`src/rtl/cu_pkg.sv`:
```
// Shared types, opcode map and instruction field slicing for the cu_seq control unit.
package cu_pkg;

    typedef enum logic [2:0] {
        S_FETCH,
        S_DECODE,
        S_EXEC,
        S_MEM,
        S_WB,
        S_HALT
    } state_t;

    typedef enum logic [2:0] {
        CL_NOP,
        CL_ALU,
        CL_ILLEGAL,
        CL_HALT,
        CL_LOAD,
        CL_STORE
    } op_class_t;

    // Codes for the 4-bit opcode space; wider spaces keep HALT/LOAD/STORE as the top three codes.
    localparam int OP_NOP   = 0;
    localparam int ALU_MIN  = 1;
    localparam int ALU_MAX  = 9;
    localparam int OP_HALT  = 13;
    localparam int OP_LOAD  = 14;
    localparam int OP_STORE = 15;

    localparam int FIELD_MAXW = 64;
    typedef logic [FIELD_MAXW-1:0] field_t;

    function automatic field_t field_get(field_t word, int lsb, int width);
        field_t mask;
        mask = (field_t'(1) << width) - field_t'(1);
        return (word >> lsb) & mask;
    endfunction

    function automatic field_t f_opcode(field_t ir, int opw, int regw);
        return field_get(ir, 3 * regw, opw);
    endfunction

    function automatic field_t f_a(field_t ir, int regw);
        return field_get(ir, 2 * regw, regw);
    endfunction

    function automatic field_t f_b(field_t ir, int regw);
        return field_get(ir, regw, regw);
    endfunction

    function automatic field_t f_dest(field_t ir, int regw);
        return field_get(ir, 0, regw);
    endfunction

    // The memory address sits directly under the opcode; leftover bits above dest are reserved.
    function automatic field_t f_adrr(field_t ir, int regw, int addrw);
        return field_get(ir, 3 * regw - addrw, addrw);
    endfunction

    function automatic op_class_t classify(int op, int opw);
        int top_shift;
        top_shift = ((1 << opw) - 1) - OP_STORE;
        if (op == OP_NOP) begin
            return CL_NOP;
        end
        if (op >= ALU_MIN && op <= ALU_MAX) begin
            return CL_ALU;
        end
        if (op == OP_HALT + top_shift) begin
            return CL_HALT;
        end
        if (op == OP_LOAD + top_shift) begin
            return CL_LOAD;
        end
        if (op == OP_STORE + top_shift) begin
            return CL_STORE;
        end
        return CL_ILLEGAL;
    endfunction

endpackage

```
`src/rtl/cu_seq_if.sv`:
```
// Instruction-fetch handshake plus register-file, ALU and data-memory control bundle.
interface cu_seq_if #(
    parameter int OPW   = 4,
    parameter int REGW  = 3,
    parameter int ADDRW = 4,
    parameter int PCW   = 8
);
    localparam int INSTW = OPW + 3 * REGW;

    logic             imem_req;
    logic [PCW-1:0]   imem_addr;
    logic             imem_ack;
    logic [INSTW-1:0] imem_rdata;
    logic [REGW-1:0]  rf_ra;
    logic [REGW-1:0]  rf_rb;
    logic [REGW-1:0]  rf_wa;
    logic             rf_we;
    logic             rf_wsel;
    logic [OPW-1:0]   alu_op;
    logic [ADDRW-1:0] dm_addr;
    logic             dm_re;
    logic             dm_we;
    logic             halted;
    logic             illegal;

    modport master (
        output imem_req, imem_addr,
        input  imem_ack, imem_rdata,
        output rf_ra, rf_rb, rf_wa, rf_we, rf_wsel,
        output alu_op, dm_addr, dm_re, dm_we,
        output halted, illegal
    );

    modport slave (
        input  imem_req, imem_addr,
        output imem_ack, imem_rdata,
        input  rf_ra, rf_rb, rf_wa, rf_we, rf_wsel,
        input  alu_op, dm_addr, dm_re, dm_we,
        input  halted, illegal
    );

endinterface

```
`src/rtl/cu_decode.sv`:
```
// Combinational split of the instruction register into class and operand fields.
module cu_decode
    import cu_pkg::*;
#(
    parameter int OPW   = 4,
    parameter int REGW  = 3,
    parameter int ADDRW = 4
) (
    input  logic [OPW+3*REGW-1:0] ir_i,
    output op_class_t             cls_o,
    output logic [OPW-1:0]        opcode_o,
    output logic [REGW-1:0]       a_o,
    output logic [REGW-1:0]       b_o,
    output logic [REGW-1:0]       dest_o,
    output logic [ADDRW-1:0]      adrr_o
);

    field_t ir_w;

    assign ir_w     = field_t'(ir_i);
    assign opcode_o = OPW'(f_opcode(ir_w, OPW, REGW));
    assign a_o      = REGW'(f_a(ir_w, REGW));
    assign b_o      = REGW'(f_b(ir_w, REGW));
    assign dest_o   = REGW'(f_dest(ir_w, REGW));
    assign adrr_o   = ADDRW'(f_adrr(ir_w, REGW, ADDRW));
    assign cls_o    = classify(int'(opcode_o), OPW);

endmodule

```
`src/rtl/cu_seq.sv`:
```
// Multi-cycle control unit: fetch over req/ack, then DECODE/EXEC/MEM/WB with Moore outputs.
module cu_seq
    import cu_pkg::*;
#(
    parameter int OPW   = 4,
    parameter int REGW  = 3,
    parameter int ADDRW = 4,
    parameter int PCW   = 8
) (
    input  logic      clk,
    input  logic      rst,
    cu_seq_if.master  bus
);

    localparam int INSTW = OPW + 3 * REGW;

    state_t             state_q, state_d;
    logic [PCW-1:0]     pc_q, pc_d;
    logic [INSTW-1:0]   ir_q, ir_d;

    op_class_t          cls;
    logic [OPW-1:0]     opcode;
    logic [REGW-1:0]    fld_a;
    logic [REGW-1:0]    fld_b;
    logic [REGW-1:0]    fld_dest;
    logic [ADDRW-1:0]   fld_adrr;

    cu_decode #(
        .OPW   (OPW),
        .REGW  (REGW),
        .ADDRW (ADDRW)
    ) u_decode (
        .ir_i     (ir_q),
        .cls_o    (cls),
        .opcode_o (opcode),
        .a_o      (fld_a),
        .b_o      (fld_b),
        .dest_o   (fld_dest),
        .adrr_o   (fld_adrr)
    );

    always_ff @(posedge clk) begin
        if (rst) begin
            state_q <= S_FETCH;
            pc_q    <= '0;
            ir_q    <= '0;
        end else begin
            state_q <= state_d;
            pc_q    <= pc_d;
            ir_q    <= ir_d;
        end
    end

    // imem_ack only steers the next state; every output is a function of state_q and ir_q.
    always_comb begin
        state_d       = state_q;
        pc_d          = pc_q;
        ir_d          = ir_q;
        bus.imem_req  = 1'b0;
        bus.imem_addr = pc_q;
        bus.rf_ra     = '0;
        bus.rf_rb     = '0;
        bus.rf_wa     = '0;
        bus.rf_we     = 1'b0;
        bus.rf_wsel   = 1'b0;
        bus.alu_op    = '0;
        bus.dm_addr   = '0;
        bus.dm_re     = 1'b0;
        bus.dm_we     = 1'b0;
        bus.halted    = 1'b0;
        bus.illegal   = 1'b0;

        unique case (state_q)
            S_FETCH: begin
                bus.imem_req = 1'b1;
                if (bus.imem_ack) begin
                    ir_d    = bus.imem_rdata;
                    pc_d    = pc_q + PCW'(1);
                    state_d = S_DECODE;
                end
            end
            S_DECODE: begin
                unique case (cls)
                    CL_ALU: begin
                        bus.rf_ra = fld_a;
                        bus.rf_rb = fld_b;
                        state_d   = S_EXEC;
                    end
                    CL_LOAD, CL_STORE: begin
                        bus.rf_ra = fld_dest;
                        state_d   = S_MEM;
                    end
                    CL_HALT: begin
                        state_d = S_HALT;
                    end
                    CL_ILLEGAL: begin
                        bus.illegal = 1'b1;
                        state_d     = S_FETCH;
                    end
                    default: begin
                        state_d = S_FETCH;
                    end
                endcase
            end
            S_EXEC: begin
                bus.rf_ra   = fld_a;
                bus.rf_rb   = fld_b;
                bus.rf_we   = 1'b1;
                bus.rf_wa   = fld_dest;
                bus.alu_op  = opcode;
                state_d     = S_FETCH;
            end
            S_MEM: begin
                bus.dm_addr = fld_adrr;
                if (cls == CL_LOAD) begin
                    bus.dm_re = 1'b1;
                    state_d   = S_WB;
                end else begin
                    bus.dm_we = 1'b1;
                    bus.rf_ra = fld_dest;
                    state_d   = S_FETCH;
                end
            end
            S_WB: begin
                bus.rf_we   = 1'b1;
                bus.rf_wa   = fld_dest;
                bus.rf_wsel = 1'b1;
                state_d     = S_FETCH;
            end
            S_HALT: begin
                bus.halted = 1'b1;
            end
            default: begin
                state_d = S_FETCH;
            end
        endcase
    end

endmodule

```
`src/flat_wrapper.sv`:
```
// flat-port wrapper written by rule: the top's interface ports become plain ports
module cu_seq_flat import cu_pkg::*;
#(
    parameter int OPW   = 4,
    parameter int REGW  = 3,
    parameter int ADDRW = 4,
    parameter int PCW   = 8
)
  (clk, rst, bus_imem_req, bus_imem_addr, bus_imem_ack, bus_imem_rdata, bus_rf_ra, bus_rf_rb, bus_rf_wa, bus_rf_we, bus_rf_wsel, bus_alu_op, bus_dm_addr, bus_dm_re, bus_dm_we, bus_halted, bus_illegal);
  cu_seq_if #(.OPW(OPW), .REGW(REGW), .ADDRW(ADDRW), .PCW(PCW)) bus_i ();
  input  logic clk;
  input  logic rst;
  output wire logic [$bits(bus_i.imem_req)-1:0] bus_imem_req;
  output wire logic [$bits(bus_i.imem_addr)-1:0] bus_imem_addr;
  input wire logic [$bits(bus_i.imem_ack)-1:0] bus_imem_ack;
  input wire logic [$bits(bus_i.imem_rdata)-1:0] bus_imem_rdata;
  output wire logic [$bits(bus_i.rf_ra)-1:0] bus_rf_ra;
  output wire logic [$bits(bus_i.rf_rb)-1:0] bus_rf_rb;
  output wire logic [$bits(bus_i.rf_wa)-1:0] bus_rf_wa;
  output wire logic [$bits(bus_i.rf_we)-1:0] bus_rf_we;
  output wire logic [$bits(bus_i.rf_wsel)-1:0] bus_rf_wsel;
  output wire logic [$bits(bus_i.alu_op)-1:0] bus_alu_op;
  output wire logic [$bits(bus_i.dm_addr)-1:0] bus_dm_addr;
  output wire logic [$bits(bus_i.dm_re)-1:0] bus_dm_re;
  output wire logic [$bits(bus_i.dm_we)-1:0] bus_dm_we;
  output wire logic [$bits(bus_i.halted)-1:0] bus_halted;
  output wire logic [$bits(bus_i.illegal)-1:0] bus_illegal;
  assign bus_imem_req = bus_i.imem_req;
  assign bus_imem_addr = bus_i.imem_addr;
  assign bus_i.imem_ack = bus_imem_ack;
  assign bus_i.imem_rdata = bus_imem_rdata;
  assign bus_rf_ra = bus_i.rf_ra;
  assign bus_rf_rb = bus_i.rf_rb;
  assign bus_rf_wa = bus_i.rf_wa;
  assign bus_rf_we = bus_i.rf_we;
  assign bus_rf_wsel = bus_i.rf_wsel;
  assign bus_alu_op = bus_i.alu_op;
  assign bus_dm_addr = bus_i.dm_addr;
  assign bus_dm_re = bus_i.dm_re;
  assign bus_dm_we = bus_i.dm_we;
  assign bus_halted = bus_i.halted;
  assign bus_illegal = bus_i.illegal;
  cu_seq #(.OPW(OPW), .REGW(REGW), .ADDRW(ADDRW), .PCW(PCW)) u_core (.clk(clk), .rst(rst), .bus(bus_i));
endmodule
```
`config.mk`:
```
export PLATFORM = sky130hd
export DESIGN_NAME = cu_seq_flat
export DESIGN_NICKNAME = d
export VERILOG_FILES = /design/src/rtl/cu_pkg.sv /design/src/rtl/cu_seq_if.sv /design/src/rtl/cu_decode.sv /design/src/rtl/cu_seq.sv /design/src/flat_wrapper.sv
export SDC_FILE = /design/constraint.sdc
export NUM_CORES = 1
export LEC_CHECK = 0
export ABC_AREA = 1
export CORE_UTILIZATION = 25
export CTS_BUF_LIST = sky130_fd_sc_hd__clkbuf_8
export DETAILED_ROUTE_END_ITERATION = 8
export MAX_ROUTING_LAYER = met4
export PLACE_DENSITY = 0.6
export SLEW_MARGIN = 0
export SYNTH_ARGS = -nofsm -noshare
export SYNTH_HDL_FRONTEND = slang
export SYNTH_SLANG_ARGS = --single-unit
```
`constraint.sdc`:
```
create_clock -name clk -period 1.6 [get_ports clk]
set_input_delay 0.16 -clock clk [delete_from_list [all_inputs] [get_ports clk]]
set_output_delay 0.16 -clock clk [all_outputs]
set_load 0.005 [all_outputs]
```
# Word level (Yosys, flattened, before mapping)
# Cells that the tools add are included.
# word_totals
word_cells,75
ff_bits,24
inputBits,16
output_inout_bits,32
# classes
eq_ne,14
add_sub_neg,1
reduce_logical,7
bitwise,1
mux,47
order_cmp,2
# op_table
op,count
2-to-1 mux 3 bit,15
2-to-1 mux 1 bit,25
case mux 3 bit (3 select lines),2
"== test 3 x 2 -> 1 bit, second input constant",4
"== test 3 bit, second input constant",4
case mux 3 bit (2 select lines),2
case mux 3 bit (4 select lines),1
"adder 8 x 1 -> 8 bit, second input constant",1
2-to-1 mux 4 bit,2
"== test 3 x 1 -> 1 bit, second input constant",2
"== test 4 x 1 -> 1 bit, second input constant",1
"== test 4 x 2 -> 1 bit, second input constant",1
"== test 4 x 3 -> 1 bit, second input constant",1
">= comparator 4 x 1 -> 1 bit, second input constant",1
"<= comparator 4 bit, second input constant",1
logical NOT 4 bit,1
AND reduction 2 bit,2
OR reduction 2 bit,2
logical NOT 3 bit,1
"inequality test 2 bit, second input constant",1
logical AND 1 bit,1
inverter 1 bit,1

# Longest topological paths before layout
# Gate-level depths: netlist of run 1.
# depth
ltp_word,22
depth_mapped,7
ltp_nobuf,7

# Modules after synthesis
# From an unflattened synthesis of run 1, not the netlist that was laid out.
# unflattened
hier_cells,221
area_unflattened_um2,1400.1
# modules_own_cells
module,cells_per_inst,instances,area_each_um2,seq_area_each_um2
cu_seq,193,1,1226.2,480.5
cu_decode,28,1,173.9,0.0

# Worst setup path after synthesis of run 1
# No wires, ideal clock.
# synth_path
path_type,register -> output
start,register u_core.state_q[2]
end,output bus_rf_ra[2]
t_required_ns,1.440
n_path_buf,0
arrival_time_ns,1.023
path_slack_ns,0.417
stages_incl_launch_ff,6
cell_sequence,dfxtp_1 inv_1 nand3_1 a21oi_2 nor2_1 o21ai_0
# synth_via
elab_chain_cells,2
word_cells_on_any_way,4
cone_classes,eq/ne (3); mux (1)
# synth_rtl
element,line,rtl
from (decl),cu_seq.sv:17,"state_t state_q, state_d;"
from (signal assigned),cu_seq.sv:48,state_q <= state_d;
== test 3 x 2 -> 1 bit or == test 3 x 1 -> 1 bit (tied branches),cu_seq.sv:73,unique case (state_q)
case mux 3 bit (3 select lines) (*),cu_seq.sv:73,
to (decl),flat_wrapper.sv:17,output wire logic [$bits(bus_i.rf_ra)-1:0] bus_rf_ra;
# Mark *: on every way between the ends. The rest lies on a longest branch, timed or not.

# Worst setup path in the final report of run 1
# layout_path
start,register u_core.ir_q[11]
end,output bus_rf_ra[0]
# layout_via
elab_chain_cells,15
word_cells_on_any_way,38
cone_classes,order compare (2); eq/ne (6); mux (27); reduce/logical (3)
# layout_rtl
element,line,rtl
from (decl),cu_seq.sv:19,"logic [INSTW-1:0] ir_q, ir_d;"
from (signal assigned),cu_seq.sv:50,ir_q <= ir_d;
">= comparator 4 x 1 -> 1 bit, or another cell as far along",cu_pkg.sv:66,if (op >= ALU_MIN && op <= ALU_MAX) begin
logical AND 1 bit or 2-to-1 mux 1 bit (tied branches),"cu_pkg.sv:66, cu_pkg.sv:75",
2-to-1 mux 3 bit or 2-to-1 mux 1 bit (tied branches),"cu_pkg.sv:66, cu_pkg.sv:75",
2-to-1 mux 3 bit or 2-to-1 mux 1 bit (tied branches),"cu_pkg.sv:69, cu_pkg.sv:72",
2-to-1 mux 3 bit or 2-to-1 mux 1 bit (tied branches),"cu_pkg.sv:72, cu_pkg.sv:69",
2-to-1 mux 3 bit or 2-to-1 mux 1 bit (tied branches),"cu_pkg.sv:75, cu_pkg.sv:66",
2-to-1 mux 3 bit,cu_pkg.sv:78,return CL_ILLEGAL;
2-to-1 mux 3 bit,cu_pkg.sv:75,if (op == OP_STORE + top_shift) begin
2-to-1 mux 3 bit,cu_pkg.sv:72,if (op == OP_LOAD + top_shift) begin
2-to-1 mux 3 bit,cu_pkg.sv:69,if (op == OP_HALT + top_shift) begin
2-to-1 mux 3 bit (*),cu_pkg.sv:66,
"== test 3 bit, on equally long branches","cu_seq.sv:83, cu_seq.sv:115",
OR reduction 2 bit,cu_seq.sv:83,unique case (cls)
case mux 3 bit (2 select lines),cu_seq.sv:83,
case mux 3 bit (3 select lines) (*),cu_seq.sv:73,
# Mark *: on every way between the ends. The rest lies on a longest branch, timed or not. The select of a mux whose other input is x is not followed.

==> impl_results.md, run 1 <==
- Status: finished, violations left
- Violated checks: setup timing
- Total core area: approximately 0.005 sq mm
- Setup Viol. Count Final: 4
- Share of cells above drive strength 1: about 42%
- Reg clk slew, reported paths: 0.08 ns
- Pre-antenna DRT Iters: 4
- Worst path slowest cell: dfxtp_2
- CTS Hold Buffers Added: 0
- Synth Flop Type: dfxtp_1
- CP delay by family, top: buffers and inverters
- Synth Area in XOR/XNOR: under 10%
- Net Count, Synth: 204
- Relative slew slack: 74.2%
- Area share of the largest cell type after synthesis: between 30% and 40%
- Total gr overflow: 0
- Nets: 291
- Pint: between 0.9 and 1 mW
- Global-route wire length before repair: a little under 6000 um
- Clock power share: between 20% and 30%
- Crit path to: bus_rf_ra[0]
- Most frequent cell after synthesis: nand2_1
- Clock Path Buffers: 2
- DRT antenna net count: 0
- R2R depth: 8
- Via count: 1442
- Mapped Avg Cell Area: about 7.1 sq um
- Main combinational cell family by area after synthesis: simple AND/OR/NAND/NOR gates
- Via density: roughly 4.2
- Async S/R FF share, synth: 0%
- Flop2flop setup slack: ~0.19 ns
- Minimum clock period: 1.67 ns
- Residual DRC: 0
- IO Count: 48
- Synthesis Warnings: 0
- Buf/Inv on CP: 4
- Multiplexer share of the synthesized area: 0%
- Final worst setup slack: -0.0723 ns
- RSZ-0062 raised after global routing: true
- Switching power: between 0.4 and 0.5 mW
- Total Die Area: approximately 0.0056 sq mm
- Seq pwr share: around 47%
- FF-to-FF Start: u_core.state_q[1]$_SDFFE_PP0P_
- CP peak stage delay: 0.35 ns
- Post-Synthesis Cells: between 150 and 200
- Leak: between 1 and 1.5 nW
- Post-Synth Adder-Cell Area: 0.946%
- Placement Setup Slack: -0.132 ns
- H-tree levels: 1
- Worst Hold Slack: 0.459 ns
- Slew Limit Fails: 0
- Max IR drop VDD: 432 uV
- Switching share of power: between 20 and 30%
- Initial antenna violation count: 0
- Worst clock skew: about 0.00068 ns
- CTS root buffer: clkbuf_8
- Pwr per Cell Area: 596 mW/mm^2
- Vias in the first global route: around 1300
- Initial DRC count: 19
- Final worst path period share: 105%
- Die Y: ~75 um
- Crit path kind: flop to output port
- Post-synthesis compound-gate area fraction: between 20 and 25%
- Placer Congestion: just over 0.7
- Synth unique cells: 25
- Clock insertion delay at the later pin of the skew report: 0.26 ns
- Total CTS buffers: 3
- Combinational Power Share: 27.1%
- Die Wd: around 75 um
- Tightest Pin Transition: approximately 0.39 ns
- CP required: roughly 1.4 ns
- Synth Register Bits: 24
- Most used cell, CP: nor2_4
- CP Depth: 9
- Initial Util: between 20 and 30%
- Critical-path maximum fanout: 3
- Worst Setup SP: u_core.ir_q[11]$_SDFFE_PP0P_
- Sink Count: 24
- Post-Syn Area: approximately 0.0013 sq mm
- Diode count: 0
- WL/cell: between 10 and 15 um
- CTS tree: done
- Reg2reg end: u_core.ir_q[3]$_SDFFE_PP0P_
- Multi-input logic area: roughly 800 sq um
- Fillcell total: 535
- Final hold violation count: 0
- HPWL after DPL: 2510 um
- Largest net degree at the start of global routing: 36
- Ranking of synthesized cells by area: dfxtp_1, nand2_1, inv_1
- Crit path launch type: flop
- Synth area leader: dfxtp_1
- Rows: 26
- Buffers on Ports: 47
- Number of synthesized flops with an enable pin: 0
- Crit path DAT: 1.51 ns
- Hold Crit Class: flop to flop
- Fmax: between 500 and 600 MHz
- Routed Wire Length: about 3900 um
- Fin util: between 40% and 50%
- Max Cap Viol: 0
- Post-synthesis simple-gate area fraction: 25.4%
- Synth top cells by count: nand2_1, inv_1, nor2_1
- Cells along the critical path: nand2_2 > nor2_4 > buf_6 > inv_4 > nor2_4 > nor2_4 > buf_6 > o21ai_1 > buf_2
- Register area share after synthesis: 36.3%
- Register area: approximately 500 sq um
- Critical Path End Type: output port
- Global-route usage over all layers: between 10% and 20%
- Area growth syn-to-layout: 77.7%
power by group through the flow:
stage	Sequential, mW	Combinational [mW]	Clock, mW
after floorplan	0.669	0.174	0
after global placement	0.670	0.308	0
after detailed placement	0.671	0.310	0
after CTS	0.659	0.335	0.370
after global routing	0.667	0.414	0.395
final	0.662	0.380	0.359
cells by family after synthesis:
group / Yosys count
simple gates: 80
flops: 24
fa+ha+maj: 1
compound gates: 44
xor+xnor: 2
buf+inv: 36
placed cells by master, fill, tap and decap left out, types with 4 or more instances in the layout:
master and count:
inv_4 4, nor2_1 19, dlygate4sd2_1 5, o21ai_0 6, buf_4 30, nand2_2 5
a21oi_2 10, dlymetal6s2s_1 8, inv_2 5, a21oi_1 12, nand3_4 4, o21ai_2 10
dfxtp_1 18, nor2_4 5, nor2_2 4, inv_1 21, buf_2 7, dfxtp_2 4
nand2_1 32, clkdlybuf4s50_1 23, buf_6 10, nand3_1 5
timing repair:
action,4_1_cts,5_1_grt
setup endpoints to repair,24,20
buffers inserted,6,8
endpoints found under the hold margin,0,0
gates resized for setup,61,59
pin swaps,7,15
sequential cells by signal, summed over array words and instances, names as in the netlist:
register and cells:
u_core.ir_q 13, u_core.bus.imem_addr 8, u_core.state_q 3
routing by layer:
| layer | global-route usage (%) | part of all wire [%] | vias up |
|---|---|---|---|
| met5 | - | 0 | - |
| met4 | 5.24 | 0.75 | 0 |
| met3 | 4.02 | 4.8 | 2 |
| met2 | 23.8 | 52 | 37 |
| met1 | 16.9 | 43 | 644 |
| li1 | - | - | 759 |
cell type report:
class / count / share of cell area, %
tap: 70 / 3.73
clock buffer: 3 / 1.76
timing repair buffer: 87 / 32.9
multi-input combinational: 127 / 35.1
inverter: 31 / 5.59
sequential: 24 / 21.0
worst min-delay path by stage:
stage / from / slack [ns] / endpoint / cells after the start
global route: u_core.ir_q[4]$_SDFFE_PP0P_ / 0.49 / u_core.ir_q[4]$_SDFFE_PP0P_ / 2
detailed placement: u_core.ir_q[3]$_SDFFE_PP0P_ / 0.45 / u_core.ir_q[3]$_SDFFE_PP0P_ / 2
CTS: u_core.ir_q[3]$_SDFFE_PP0P_ / 0.46 / u_core.ir_q[3]$_SDFFE_PP0P_ / 2
floorplan: bus_imem_rdata[6] / 0.32 / u_core.ir_q[6]$_SDFFE_PP0P_ / 2
finish: u_core.ir_q[3]$_SDFFE_PP0P_ / 0.46 / u_core.ir_q[3]$_SDFFE_PP0P_ / 2
global placement: u_core.ir_q[3]$_SDFFE_PP0P_ / 0.45 / u_core.ir_q[3]$_SDFFE_PP0P_ / 2
through the flow:
step	power [mW]	setup TNS, ns	std cells	cell area (sq um)
2_1_floorplan	0.843	0	187	1320
3_3_place_gp	0.978	-0.776	325	2020
3_5_place_dp	0.980	-0.887	325	2020
4_1_cts	1.36	-1.22	334	2160
5_1_grt	1.48	-0.691	342	2350
6_report	1.40	-0.235	342	2350
worst min-delay path: stages, from the launching register on:
cell	delay [ns]
dfxtp_1	0.30
inv_1	0.06
a21oi_1	0.06
(Power assumes the default switching activity.)
==> run 2: changes to the inputs <==
--- a/config.mk
+++ b/config.mk
@@ -6,11 +6,11 @@
 export NUM_CORES = 1
 export LEC_CHECK = 0
 export ABC_AREA = 1
-export CORE_UTILIZATION = 25
+export CORE_UTILIZATION = 46
 export CTS_BUF_LIST = sky130_fd_sc_hd__clkbuf_8
 export DETAILED_ROUTE_END_ITERATION = 8
 export MAX_ROUTING_LAYER = met4
-export PLACE_DENSITY = 0.6
+export PLACE_DENSITY = 0.92
 export SLEW_MARGIN = 0
 export SYNTH_ARGS = -nofsm -noshare
 export SYNTH_HDL_FRONTEND = slang
==> impl_results.md, run 2 (synthesis results as in run 1) <==
- Status: finished, violations left
- Violated checks: setup timing
- Setup Viol. Count Final: 1 (-3)
- Buffers on Ports: 47 (unchanged)
- Via density: 5.18 (+23%)
- Relative slew slack: 75.0% (+0.80 points)
- Total core area: 0.00273 sq mm (-46%)
- Most frequent cells in the layout: nand2_1, buf_4, clkdlybuf4s50_1
- Initial Util: 48.4% (+22 points)
- Max IR drop VDD: 670 uV (+55%)
- Final worst setup slack: -0.0582 ns (+0.0141 ns)
- CTS tree: done
- Total CTS buffers: 3 (unchanged)
- Fin util: 79.4% (+33 points)
- Pwr per Cell Area: 730 mW/mm^2 (+22%)
- Flop2flop setup slack: 0.16 ns (-0.03 ns)
- Area growth syn-to-layout: 64.0%
- HPWL after DPL: 2410 um (-4.0%)
- Max reg flops: 13 (unchanged)
- Clock Path Buffers: 2 (unchanged)
- RSZ-0062 raised after global routing: true
- Clock insertion delay at the later pin of the skew report: 0.28 ns (+0.02 ns)
- Crit path kind: flop to output port
- CP required: 1.44 ns (about the same)
- Crit path DAT: 1.50 ns (about the same)
- CTS Hold Buffers Added: 0 (unchanged)
- Slew Limit Fails: 0 (unchanged)
- Grt met2 use: 44.2% (+20 points)
- Global-route usage over all layers: 26.2% (+12 points)
- Global-route wire length before repair: 6150 um (+4.3%)
- Sink Count: 24 (unchanged)
- CTS root buffer: clkbuf_8
- Commonest non-fill, non-tap cell in the layout: nand2_1
- DRT antenna net count: 0 (unchanged)
- Routed Wire Length: 4090 um (+6.0%)
- Worst clock skew: 0.00292 ns (+0.00224 ns)
- Final worst path period share: 104% (-0.88 points)
- Largest net degree at the start of global routing: 36 (unchanged)
- Largest reg by FF count: u_core.ir_q
- Vias in the first global route: 1400 (+5.4%)
- Critical Path End Type: output port
- Met3 Track Usage GR: 4.19% (+0.17 points)
- Die Y: 55.6 um (-26%)
- Placement Setup Slack: -0.107 ns (+0.0246 ns)
- Via count: 1539 (+6.7%)
- Initial antenna violation count: 0 (unchanged)
- Residual DRC: 0 (unchanged)
- Die Wd: 55.6 um (-26%)
- Worst Hold Slack: 0.463 ns (+0.00407 ns)
- Diode count: 0 (unchanged)
- Hold Crit Class: flop to flop
- Nets: 284 (-2.4%)
- Final hold violation count: 0 (unchanged)
- Leak: 0.952 nW (-13%)
- Rows: 19 (-27%)
- Pre-antenna DRT Iters: 4 (unchanged)
- Placer Congestion: 0.807 (+11%)
- Minimum clock period: 1.66 ns (-0.0141 ns)
- Tightest Pin Transition: 0.372 ns (-0.0143 ns)
- WL/cell: 13.8 um (+22%)
- Met1 Usage GRT: 30.8% (+14 points)
- Fmax: 603 MHz (+0.85%)
- H-tree levels: 1 (unchanged)
- Initial DRC count: 48 (+29)
- Critical-path maximum fanout: 4 (+1)
- Reg clk slew, reported paths: 0.09 ns (about the same)
- Crit path launch type: flop
- Total gr overflow: 0 (unchanged)
- GR peak layer: met2
- Max Cap Viol: 0 (unchanged)
- Total Die Area: 0.00309 sq mm (-45%)
- IO Count: 48 (unchanged)
- Share of cells above drive strength 1: 41.4% (-0.93 points)
==> run 2: cell types whose count changed in the layout (fill, tap and decap cells not counted), moves of 2 or more <==
cell and change:
inv_4 -2, inv_2 +2, buf_4 -3, buf_2 +2, dlygate4sd2_1 +3, dlymetal6s2s_1 -7, buf_6 -4, nor2_4 -2
clkbuf_2 +3
==> run 2: layout make-up <==
type,count,area (sq um)
multi-input cells,127,782
repair buffers,80,658
fillers,193,564
flip-flops and latches,24,493
inverters,31,126
clock buffers,3,41.3
well taps,31,38.8
clock inverters,1,30.0
==> run 2: report_power, final <==
part | leakage (nW) | internal [mW] | switching [mW]
logic | 0.716 | 0.174 | 0.190
registers | 0.200 | 0.636 | 0.0281
clock network | 0.0357 | 0.335 | 0.221
total | 0.952 | 1.15 | 0.439
==> run 2: path summary, 6_finish.rpt <==
kind	startpoint	to	depth (start not counted)
setup / recovery	u_core.ir_q[11]$_SDFFE_PP0P_	bus_rf_rb[2]	10
hold / removal	u_core.ir_q[4]$_SDFFE_PP0P_	u_core.ir_q[4]$_SDFFE_PP0P_	2
setup reg to reg	u_core.state_q[1]$_SDFFE_PP0P_	u_core.ir_q[2]$_SDFFE_PP0P_	8
hold reg to reg	u_core.ir_q[4]$_SDFFE_PP0P_	u_core.ir_q[4]$_SDFFE_PP0P_	2
==> run 2: critical path: stages, from the launching register on <==
cell	delay (ns)
dfxtp_2	0.37
buf_6	0.11
buf_6	0.09
nor2_4	0.03
nand2_2	0.06
nand3_2	0.09
nand2_2	0.10
inv_2	0.06
buf_6	0.11
nor2_2	0.08
buf_2	0.11
==> run 2: repair_timing <==
item	4_1_cts	5_1_grt
endpoints found under the hold margin	0	0
endpoints found under the setup margin	24	17
buffers inserted	5	4
pin swaps	8	12
cloned	0	0
resized for setup	81	35
==> run 2: stage by stage <==
step                area, sq um  cells  power (mW)  setup TNS (ns)
global placement           1970    285       0.968          -0.230
floorplan                  1320    187       0.843               0
CTS                        2100    293        1.53          -0.144
detailed placement         1970    285       0.977          -0.529
global route               2170    297        1.65          -0.359
finish                     2170    297        1.58         -0.0582
==> run 2: per-layer routing <==
layer	wire length, um	share of wire [%]
met1	1640	40
met4	195	4.8
met3	164	4.0
met2	2080	51
met5	0	0
==> run 3: changes to the inputs <==
--- a/config.mk
+++ b/config.mk
@@ -11,6 +11,7 @@
 export DETAILED_ROUTE_END_ITERATION = 8
 export MAX_ROUTING_LAYER = met4
 export PLACE_DENSITY = 0.92
+export REMOVE_ABC_BUFFERS = 1
 export SLEW_MARGIN = 0
 export SYNTH_ARGS = -nofsm -noshare
 export SYNTH_HDL_FRONTEND = slang
==> impl_results.md, run 3 (synthesis results as in run 1) <==
- Tot Pwr: 1.61 mW (+1.8%)
- Global-route usage over all layers: 27.0% (+0.74 points)
- Via count: 1554 (+0.97%)
- CP delay by family, top: buffers and inverters
- Critical Path End Type: output port
- Total Die Area: 0.00309 sq mm (unchanged)
- Vias in the first global route: 1455 (+3.9%)
- Buf/Inv on CP: 3 (-2)
- Residual DRC: 0 (unchanged)
- CTS Hold Buffers Added: 0 (unchanged)
- CP peak stage delay: 0.39 ns (+0.02 ns)
- Critical-path maximum fanout: 4 (unchanged)
- Max reg flops: 13 (unchanged)
- Sink Count: 24 (unchanged)
- Nets: 280 (-1.4%)
- Setup Viol. Count Final: 5 (+4)
- Fin cells: 293 (-1.3%)
- Via density: 5.30 (+2.4%)
- Reg clk slew, reported paths: 0.09 ns (about the same)
- Diode count: 0 (unchanged)
- DRT antenna net count: 0 (unchanged)
- Pre-antenna DRT Iters: 4 (unchanged)
- Initial Util: 48.4% (unchanged)
- Final worst setup slack: -0.0629 ns (-0.00465 ns)
- Tightest Pin Transition: 0.386 ns (+0.0138 ns)
- Pwr per Cell Area: 723 mW/mm^2 (-1.0%)
- Fillcell total: 172 (-11%)
- Initial antenna violation count: 0 (unchanged)
- CTS tree: done
- Final hold violation count: 0 (unchanged)
- Cells along the critical path: nand2_2 > nor2_4 > buf_6 > a21oi_4 > buf_4 > dlygate4sd2_1
- H-tree levels: 1 (unchanged)
- Most frequent cells in the layout: nand2_1, inv_1, clkdlybuf4s50_1, buf_4
- CP required: 1.44 ns (about the same)
- Die Wd: 55.6 um (unchanged)
- Die Y: 55.6 um (unchanged)
- Crit path launch type: flop
- Fmax: 601 MHz (-0.28%)
- Final worst path period share: 104% (+0.29 points)
- Worst clock skew: 0.00184 ns (-0.00108 ns)
- Global-route wire length before repair: 6380 um (+3.6%)
- Area growth syn-to-layout: 68.7%
- Max Cap Viol: 0 (unchanged)
- Clock Path Buffers: 2 (unchanged)
- HPWL after DPL: 2370 um (-1.5%)
- Clock insertion delay at the later pin of the skew report: 0.28 ns (about the same)
- Leak: 0.957 nW (+0.51%)
- Initial DRC count: 55 (+15%)
- Routed Wire Length: 4460 um (+9.0%)
- Status: finished, violations left
- Minimum clock period: 1.66 ns (+0.00465 ns)
- Slew Limit Fails: 0 (unchanged)
- Largest net degree at the start of global routing: 36 (unchanged)
- Max IR drop VDD: 569 uV (-15%)
- Crit path kind: flop to output port
- Buffers on Ports: 47 (unchanged)
- Largest reg by FF count: u_core.ir_q
- CTS root buffer: clkbuf_8
- Hold Crit Class: flop to flop
- Worst Hold Slack: 0.475 ns (+0.0115 ns)
- Crit path DAT: 1.50 ns (about the same)
- Dpl cells: 279 (-2.1%)
- Relative slew slack: 74.3% (-0.77 points)
- Total gr overflow: 0 (unchanged)
- Placer Congestion: 0.948 (+18%)
- Worst path slowest cell: dfxtp_4
- RSZ-0062 raised after global routing: true
- Commonest non-fill, non-tap cell in the layout: nand2_1
- Total core area: 0.00273 sq mm (unchanged)
- Rows: 19 (unchanged)
- Violated checks: setup timing
- WL/cell: 15.2 um (+11%)
- Share of cells above drive strength 1: 41.2% (-0.13 points)
- IO Count: 48 (unchanged)
- Total CTS buffers: 3 (unchanged)
[run 3: power by group]
group / leakage (nW) / switching [mW] / internal [mW]
clock network: 0.0357 / 0.218 / 0.335
logic: 0.721 / 0.213 / 0.177
registers: 0.200 / 0.0347 / 0.635
total: 0.957 / 0.466 / 1.15
[run 3: tightest hold or removal path, cell delays in order, from the launching register on]
cell and delay (ns):
dfxtp_1 0.31, inv_1 0.07, a21oi_1 0.06
[run 3: final timing paths]
| kind | cells past startpoint | slack (ns) | from | endpoint |
|---|---|---|---|---|
| min | 2 | 0.48 | u_core.ir_q[3]$_SDFFE_PP0P_ | u_core.ir_q[3]$_SDFFE_PP0P_ |
| max | 6 | -0.06 | u_core.ir_q[11]$_SDFFE_PP0P_ | bus_dm_we |
| max reg2reg | 8 | 0.12 | u_core.state_q[1]$_SDFFE_PP0P_ | u_core.ir_q[6]$_SDFFE_PP0P_ |
| min reg2reg | 2 | 0.48 | u_core.ir_q[3]$_SDFFE_PP0P_ | u_core.ir_q[3]$_SDFFE_PP0P_ |
[run 3: stage by stage]
step           area, sq um  TNS (ns)  utilization [%]  setup slack (ns)
6_report              2230    -0.163             81.6           -0.0629
5_1_grt               2230    -0.522             81.6            -0.109
4_1_cts               2090  -0.00429             76.4          -0.00429
3_5_place_dp          1920    -0.755             70.3            -0.135
3_3_place_gp          1920    -0.336             70.3           -0.0675
2_1_floorplan         1270         0                -             0.417
[run 3: area by class of cell]
type	instances	area [sq um]	area share (%)
Clock buffer	3	41.3	1.85
Clock inverter	1	30.0	1.35
Inverter	31	136	6.11
Multi-Input combinational cell	127	842	37.7
Sequential cell	24	495	22.2
Tap cell	31	38.8	1.74
Timing Repair Buffer	76	647	29.0
[run 3: routing by layer]
layer,routed length (um),track usage [%]
met1,1730,27.1
met5,0,-
met4,172,12.1
met3,238,4.19
met2,2320,50.8
[run 3: repair_timing]
action | CTS | global route
pin swaps | 6 | 11
resized for setup | 80 | 43
endpoints found under the setup margin | 24 | 15
setup buffers | 7 | 3
